<file path="src/rtl/mips_pkg.sv">
// Shared definitions for the MIPS datapath: ALU operation codes and default width.
package mips_pkg;

    localparam int ALU_WIDTH = 32;

    localparam logic [2:0] ALU_AND  = 3'b000;
    localparam logic [2:0] ALU_OR   = 3'b001;
    localparam logic [2:0] ALU_ADD  = 3'b010;
    localparam logic [2:0] ALU_RSVD = 3'b011;
    localparam logic [2:0] ALU_ANDN = 3'b100;
    localparam logic [2:0] ALU_ORN  = 3'b101;
    localparam logic [2:0] ALU_SUB  = 3'b110;
    localparam logic [2:0] ALU_SLT  = 3'b111;

endpackage

</file>
<file path="src/rtl/alu_core.sv">
// Combinational ALU datapath: optional B inversion, one shared adder, logic ops,
// overflow-corrected signed compare and zero detect.
module alu_core
    import mips_pkg::*;
#(
    parameter int WIDTH = ALU_WIDTH
) (
    input  logic [WIDTH-1:0] a,
    input  logic [WIDTH-1:0] b,
    input  logic [2:0]       alu_control,
    output logic [WIDTH-1:0] next_result,
    output logic             next_zero
);

    logic [WIDTH-1:0] bx;
    logic [WIDTH-1:0] sum;
    logic             overflow;
    logic             lt;

    // Operand conditioning and the shared adder; carry-in of 1 turns ~B into -B.
    always_comb begin
        bx       = alu_control[2] ? ~b : b;
        sum      = a + bx + {{(WIDTH-1){1'b0}}, alu_control[2]};
        // Overflow: operands agree in sign but the sum does not.
        overflow = (a[WIDTH-1] == bx[WIDTH-1]) && (sum[WIDTH-1] != a[WIDTH-1]);
        lt       = sum[WIDTH-1] ^ overflow;
    end

    // Result select by operation code, then zero detect on the selected value.
    always_comb begin
        next_result = '0;
        unique case (alu_control)
            ALU_AND:  next_result = a & bx;
            ALU_OR:   next_result = a | bx;
            ALU_ADD:  next_result = sum;
            ALU_RSVD: next_result = '0;
            ALU_ANDN: next_result = a & bx;
            ALU_ORN:  next_result = a | bx;
            ALU_SUB:  next_result = sum;
            ALU_SLT:  next_result = {{(WIDTH-1){1'b0}}, lt};
            default:  next_result = '0;
        endcase
        next_zero = (next_result == '0);
    end

endmodule

</file>
<file path="src/rtl/mips_alu.sv">
// MIPS ALU with registered result and zero flag; one cycle of latency and an
// asynchronous reset that forces result=0 / ZeroFlag=1.
module mips_alu
    import mips_pkg::*;
#(
    parameter int WIDTH = ALU_WIDTH
) (
    input  logic             clk,
    input  logic             reset,
    input  logic [WIDTH-1:0] A,
    input  logic [WIDTH-1:0] B,
    input  logic [2:0]       ALUControl,
    output logic [WIDTH-1:0] result,
    output logic             ZeroFlag
);

    logic [WIDTH-1:0] result_d;
    logic [WIDTH-1:0] result_q;
    logic             zero_d;
    logic             zero_q;

    alu_core #(
        .WIDTH(WIDTH)
    ) u_core (
        .a           (A),
        .b           (B),
        .alu_control (ALUControl),
        .next_result (result_d),
        .next_zero   (zero_d)
    );

    // Output register: result and flag captured together so they stay coherent.
    always_ff @(posedge clk or posedge reset) begin
        if (reset) begin
            result_q <= '0;
            zero_q   <= 1'b1;
        end else begin
            result_q <= result_d;
            zero_q   <= zero_d;
        end
    end

    assign result   = result_q;
    assign ZeroFlag = zero_q;

endmodule

</file>
<file path="config.mk">
export PLATFORM = sky130hd
export DESIGN_NAME = mips_alu
export DESIGN_NICKNAME = d
export VERILOG_FILES = /design/src/rtl/mips_pkg.sv /design/src/rtl/alu_core.sv /design/src/rtl/mips_alu.sv
export SDC_FILE = /design/constraint.sdc
export NUM_CORES = 1
export LEC_CHECK = 0
export CORE_MARGIN = 3
export CORE_UTILIZATION = 47
export CTS_CLUSTER_SIZE = 16
export DETAILED_ROUTE_END_ITERATION = 12
export HOLD_SLACK_MARGIN = 0.03
export PLACE_DENSITY = 0.79
export SLEW_MARGIN = 20
export SYNTH_ARGS = -nofsm -noshare
export SYNTH_HDL_FRONTEND = slang
export SYNTH_SLANG_ARGS = --single-unit
</file>
<file path="constraint.sdc">
create_clock -name clk -period 1.2 [get_ports clk]
set_clock_uncertainty 0.2 [all_clocks]
set_input_delay 0.3 -clock clk [delete_from_list [all_inputs] [get_ports clk]]
set_output_delay 0.3 -clock clk [all_outputs]
set_load 0.02 [all_outputs]
</file>
==> results.ini, run 1 <==
[synthesis]
synth-compound-area-share_pct=20.91
synth_ff_type=dfrtp_1
avgSynthCellArea_um2=7.692
synthCells=581
synth-seq-cells=33
synth-simple-area-share_pct=18.06
synth_top_family_by_area=compound AO/OA/AOI/OAI gates
ys_warn_count=0
synth_edf_count=0
synth_top_cell_area_share_pct=17.92
synthMuxAreaShare_pct=4.087
synthDistinctLibCells=62
synth_fa_ha_area_share_pct=18.37
synthTopCellsByArea=dfrtp_1 (18%), ha_1 (18%), xor2_1 (7.3%), inv_1 (6.7%), a21oi_1 (3.9%)
synth_xor_area_share_pct=10.19
syn-num-nets=715
syn_area_um2=4469
synth_async_sr_flop_share_pct=100.0
ys_seq_area_share_pct=18.51
synth_top_area_cell=dfrtp_1

[cts]
htree_levels=2
cts_resized=452
cts_num_sinks=33
post_cts_buffers=53
clk_path_buf_depth=2
cts_buffers=5
holdBufCountCts=0
root_buffer=clkbuf_8

[floorplanning]
die_w_um=103.5
row_count=34
ios=102
initial_utilization_pct=49.79
die_h_um=103.5

[placed_design]
dp_hpwl_mm=13.43
place.gp.congestion=0.9615
io_buffers=101

[run_status]
flow.stopped_at=clock tree synthesis
status=aborted with a tool error
error_line=[ERROR DPL-0033] detailed placement checks failed during check placement.

[synth_stat cells, types with 2 or more instances]
cell type / n
a211o_1: 2
a211oi_1: 7
a21o_1: 12
a21oi_1: 35
a21oi_2: 3
a31oi_1: 4
and3_1: 3
and4_1: 3
buf_1: 4
buf_2: 10
buf_4: 2
clkbuf_1: 11
dfrtp_1: 32
ha_1: 64
inv_1: 80
mux2i_1: 16
nand2_1: 44
nand2b_1: 8
nand3_1: 8
nand3b_1: 3
nand4_1: 9
nor2_1: 44
nor2b_1: 2
nor3_1: 11
nor3b_1: 6
nor4_1: 3
o211ai_1: 4
o21a_1: 5
o21ai_0: 29
o21bai_1: 4
o221ai_1: 2
o22ai_1: 18
o311ai_1: 3
o31ai_1: 5
or3_1: 4
or4_1: 5
xnor2_1: 15
xor2_1: 37
[stage by stage]
| step | setup slack [ns] | std cells | hold WS [ns] | cell area, µm² | setup TNS, ns |
|---|---|---|---|---|---|
| 2_1_floorplan | -2.387 | 581 | 0.03424 | 4763 | -44.48 |
| 3_3_place_gp | -3.055 | 982 | 0.3858 | 7287 | -73.42 |
| 3_5_place_dp | -3.247 | 982 | 0.3837 | 7287 | -76.44 |
[logic make-up after synthesis]
family | count (synthesis)
buffers and inverters | 109
adder cells (fa/ha/maj) | 65
XOR/XNOR | 52
AO/OA/AOI/OAI | 145
AND/OR/NAND/NOR | 160
flip-flops | 33
multiplexers | 17
==> run 2: changes to the inputs <==
--- a/config.mk
+++ b/config.mk
@@ -6,11 +6,9 @@
 export NUM_CORES = 1
 export LEC_CHECK = 0
 export CORE_MARGIN = 3
-export CORE_UTILIZATION = 47
-export CTS_CLUSTER_SIZE = 16
+export CORE_UTILIZATION = 37
 export DETAILED_ROUTE_END_ITERATION = 12
-export HOLD_SLACK_MARGIN = 0.03
-export PLACE_DENSITY = 0.79
+export PLACE_DENSITY_LB_ADDON = 0.15
 export SLEW_MARGIN = 20
 export SYNTH_ARGS = -nofsm -noshare
 export SYNTH_HDL_FRONTEND = slang
==> constraint.sdc (replaced) <==
create_clock -name clk -period 1.6 [get_ports clk]
set_clock_uncertainty 0.2 [all_clocks]
set_input_delay 0.4 -clock clk [delete_from_list [all_inputs] [get_ports clk]]
set_output_delay 0.4 -clock clk [all_outputs]
set_load 0.02 [all_outputs]
==> run 2 against run 1 <==
Net effect: the flow now finishes, with violations (setup timing); synthesized area is the same; synthesized cell count is the same.
==> results.ini, run 2 <==
[run_status]
status=finished with violations
violations=setup timing

[placed_design]
placed_area_um2=7112  ; -2.4%
io_buffers=101  ; unchanged
dp_hpwl_mm=12.55  ; -6.6%
place.gp.congestion=0.8958  ; -6.8%
dp.cells=975  ; -0.71%

[floorplanning]
row_count=39  ; +15%
core_area_um2=11610
die_w_um=115.9  ; +12%
die_h_um=115.9  ; +12%
die-area_um2=13430
ios=102  ; unchanged
initial_utilization_pct=38.48  ; -11 points

[synthesis]
synthDistinctLibCells=62  ; unchanged
syn-num-nets=715  ; unchanged
syn_area_um2=4469  ; unchanged
ys_seq_area_share_pct=18.51  ; unchanged
synth-seq-cells=33  ; unchanged
synth.most_common_cell=inv_1
synthCells=581  ; unchanged
synth_top_area_cell=dfrtp_1
synth_top_cell_area_share_pct=17.92  ; unchanged
synth_ff_type=dfrtp_1
avgSynthCellArea_um2=7.692  ; unchanged
synth_edf_count=0  ; unchanged
ys_warn_count=0  ; unchanged
synth_async_sr_flop_share_pct=100.0  ; unchanged
synthTopCellsByArea=dfrtp_1 (18%), ha_1 (18%), xor2_1 (7.3%), inv_1 (6.7%), a21oi_1 (3.9%)
yosys-top-cells-count=inv_1 (80), ha_1 (64), nand2_1 (44), nor2_1 (44), xor2_1 (37)

[worst_setup_path]
cp-start-kind=input pin
required_ns=1.61
max_stage_delay_ns=0.53
arrival_ns=3.83
path_max_fanout=6
slowest_stage=or4_4
path_cells=buf_8 -> buf_12 -> mux2i_4 -> inv_2 -> fa_2 -> a21o_1 -> buf_4 -> nand4_1 -> buf_4 -> a211oi_2 -> or4_1 -> a31o_1 -> or4_4 -> nor4_4 -> nand4_1 -> nor4_2 -> and4bb_1
path_class=input pin to flop
cp-end-kind=flop

[cells_and_area]
fin_area_um2=9422
multi_input_area_um2=4856
final_common_cell=buf_4
post-route-util_pct=81.12
nets=1046
nFillCells=686
largest_reg_flops=32
instances_no_fill=1056
diodes=0
area_growth_pct=110.8
final_cell_mix=buf_4 (198), inv_1 (57), dlygate4sd2_1 (51)
drive_gt1_share_pct=53.67
final-seq-area_um2=827.0

[sta]
hold_violations=0
rsz0062_at_grt=yes
relSlewSlack_pct=63.13
setup_viol=33
period_needed_ns=3.819
worst_slack_ns=-2.219
setup-tns-final_ns=-41.27
period_share_pct=238.7
worst_pin_slew_ns=0.5497
max_freq_mhz=261.8
slew_violations=0

[job]
max_cap_violations=0

[power_and_ir_drop]
power_w=0.006639
p_per_area_nw_per_um2=704.6
vdd_drop_max_mv=0.3973
power_leakage_nw=4.406

[cts]
cts_buffers=5  ; unchanged
holdBufCountCts=0  ; unchanged
htree_levels=2  ; unchanged
clk_path_buf_depth=2  ; unchanged
clk_pin_slew_worst_paths_ns=0.05
cts_num_sinks=33  ; unchanged
root_buffer=clkbuf_16
cts_tree=yes

[global_routing]
overflow=0
grt_start_max_net_pins=38
grt_pass1_wl_mm=28.70
grt_antenna_before_repair=0
grt_pass1_vias=5921
track_usage_pct=26.79

[hold_path]
min_path_type=input pin to asynchronous set/reset pin

[routing]
dr.pass1.iters=5
viasPerCell=5.442
routedWlPerCell_um=18.86
drt-total-wl_mm=19.92
dr_total_vias=5747
drc=0
drt_iter0_drc=294
drtAntennaViolNets=0

==> run 2: cell counts after synthesis <==
No cell type changed its count.
==> run 2: cell type report <==
class                   count  area share, %
clock buffers               7          1.620
clock inverters             1        0.05312
inverters                  80          3.240
multi-input cells         439          51.54
flip-flops and latches     33          8.778
well taps                 143          1.899
repair buffers            353          32.87
==> run 2: cells by family after synthesis <==
| kind of cell | count (synthesis) | share of synthesized area [%] |
|---|---|---|
| flops | 33 | 18.51 |
| fa+ha+maj | 65 | 18.37 |
| xor+xnor | 52 | 10.19 |
| simple gates | 160 | 18.06 |
| mux | 17 | 4.087 |
| buf+inv | 109 | 9.882 |
| compound gates | 145 | 20.91 |
==> run 2: timing repair <==
item,CTS,global route
resized for setup,287,120
pin swaps,111,92
endpoints found under the setup margin,66,34
buffers inserted,58,37
==> run 2: power by group <==
part | total [W] | leakage (nW) | switching, W | internal [W]
sequential | 0.000984 | 0.407 | 0.0000298 | 0.000954
clock | 0.00102 | 0.0799 | 0.000358 | 0.000659
combinational | 0.00464 | 3.92 | 0.00228 | 0.00236
total | 0.00664 | 4.41 | 0.00267 | 0.00397
==> run 2: worst paths after layout <==
| check | cells past startpoint | slack (ns) | endpoint | start |
|---|---|---|---|---|
| max | 17 | -2.22 | ZeroFlag$_DFF_PP1_ | ALUControl[2] |
| min | 2 | 0.16 | result[11]$_DFF_PP0_ | reset |
| max in group asynchronous | 3 | 0.62 | result[17]$_DFF_PP0_ | reset |
| min in group clk | 6 | 0.57 | result[2]$_DFF_PP0_ | B[2] |
==> run 2: per-stage QoR <==
stage               worst slack, ns  hold WS, ns
finish                       -2.219       0.1602
global route                 -2.405       0.1801
global placement             -2.798       0.4643
detailed placement           -2.962       0.4507
CTS                          -2.267       0.1659
floorplan                    -2.087       0.3157
==> run 2: worst max-delay path: cells and delay by family <==
family	cells	cell delay, ns
fa+ha+maj	1	0.35
mux	1	0.17
simple gates	7	1.81
compound gates	3	0.51
buf+inv	5	0.59
==> run 2: layer usage <==
| layer | wire, µm | track usage, % | part of all wire, % |
|---|---|---|---|
| met5 | 0 | 0 | 0 |
| met2 | 10110 | 49.06 | 51 |
| met4 | 984 | 10.36 | 4.9 |
| met3 | 988 | 3.916 | 5.0 |
| met1 | 7829 | 31.36 | 39 |
(Power assumes the default switching activity.)
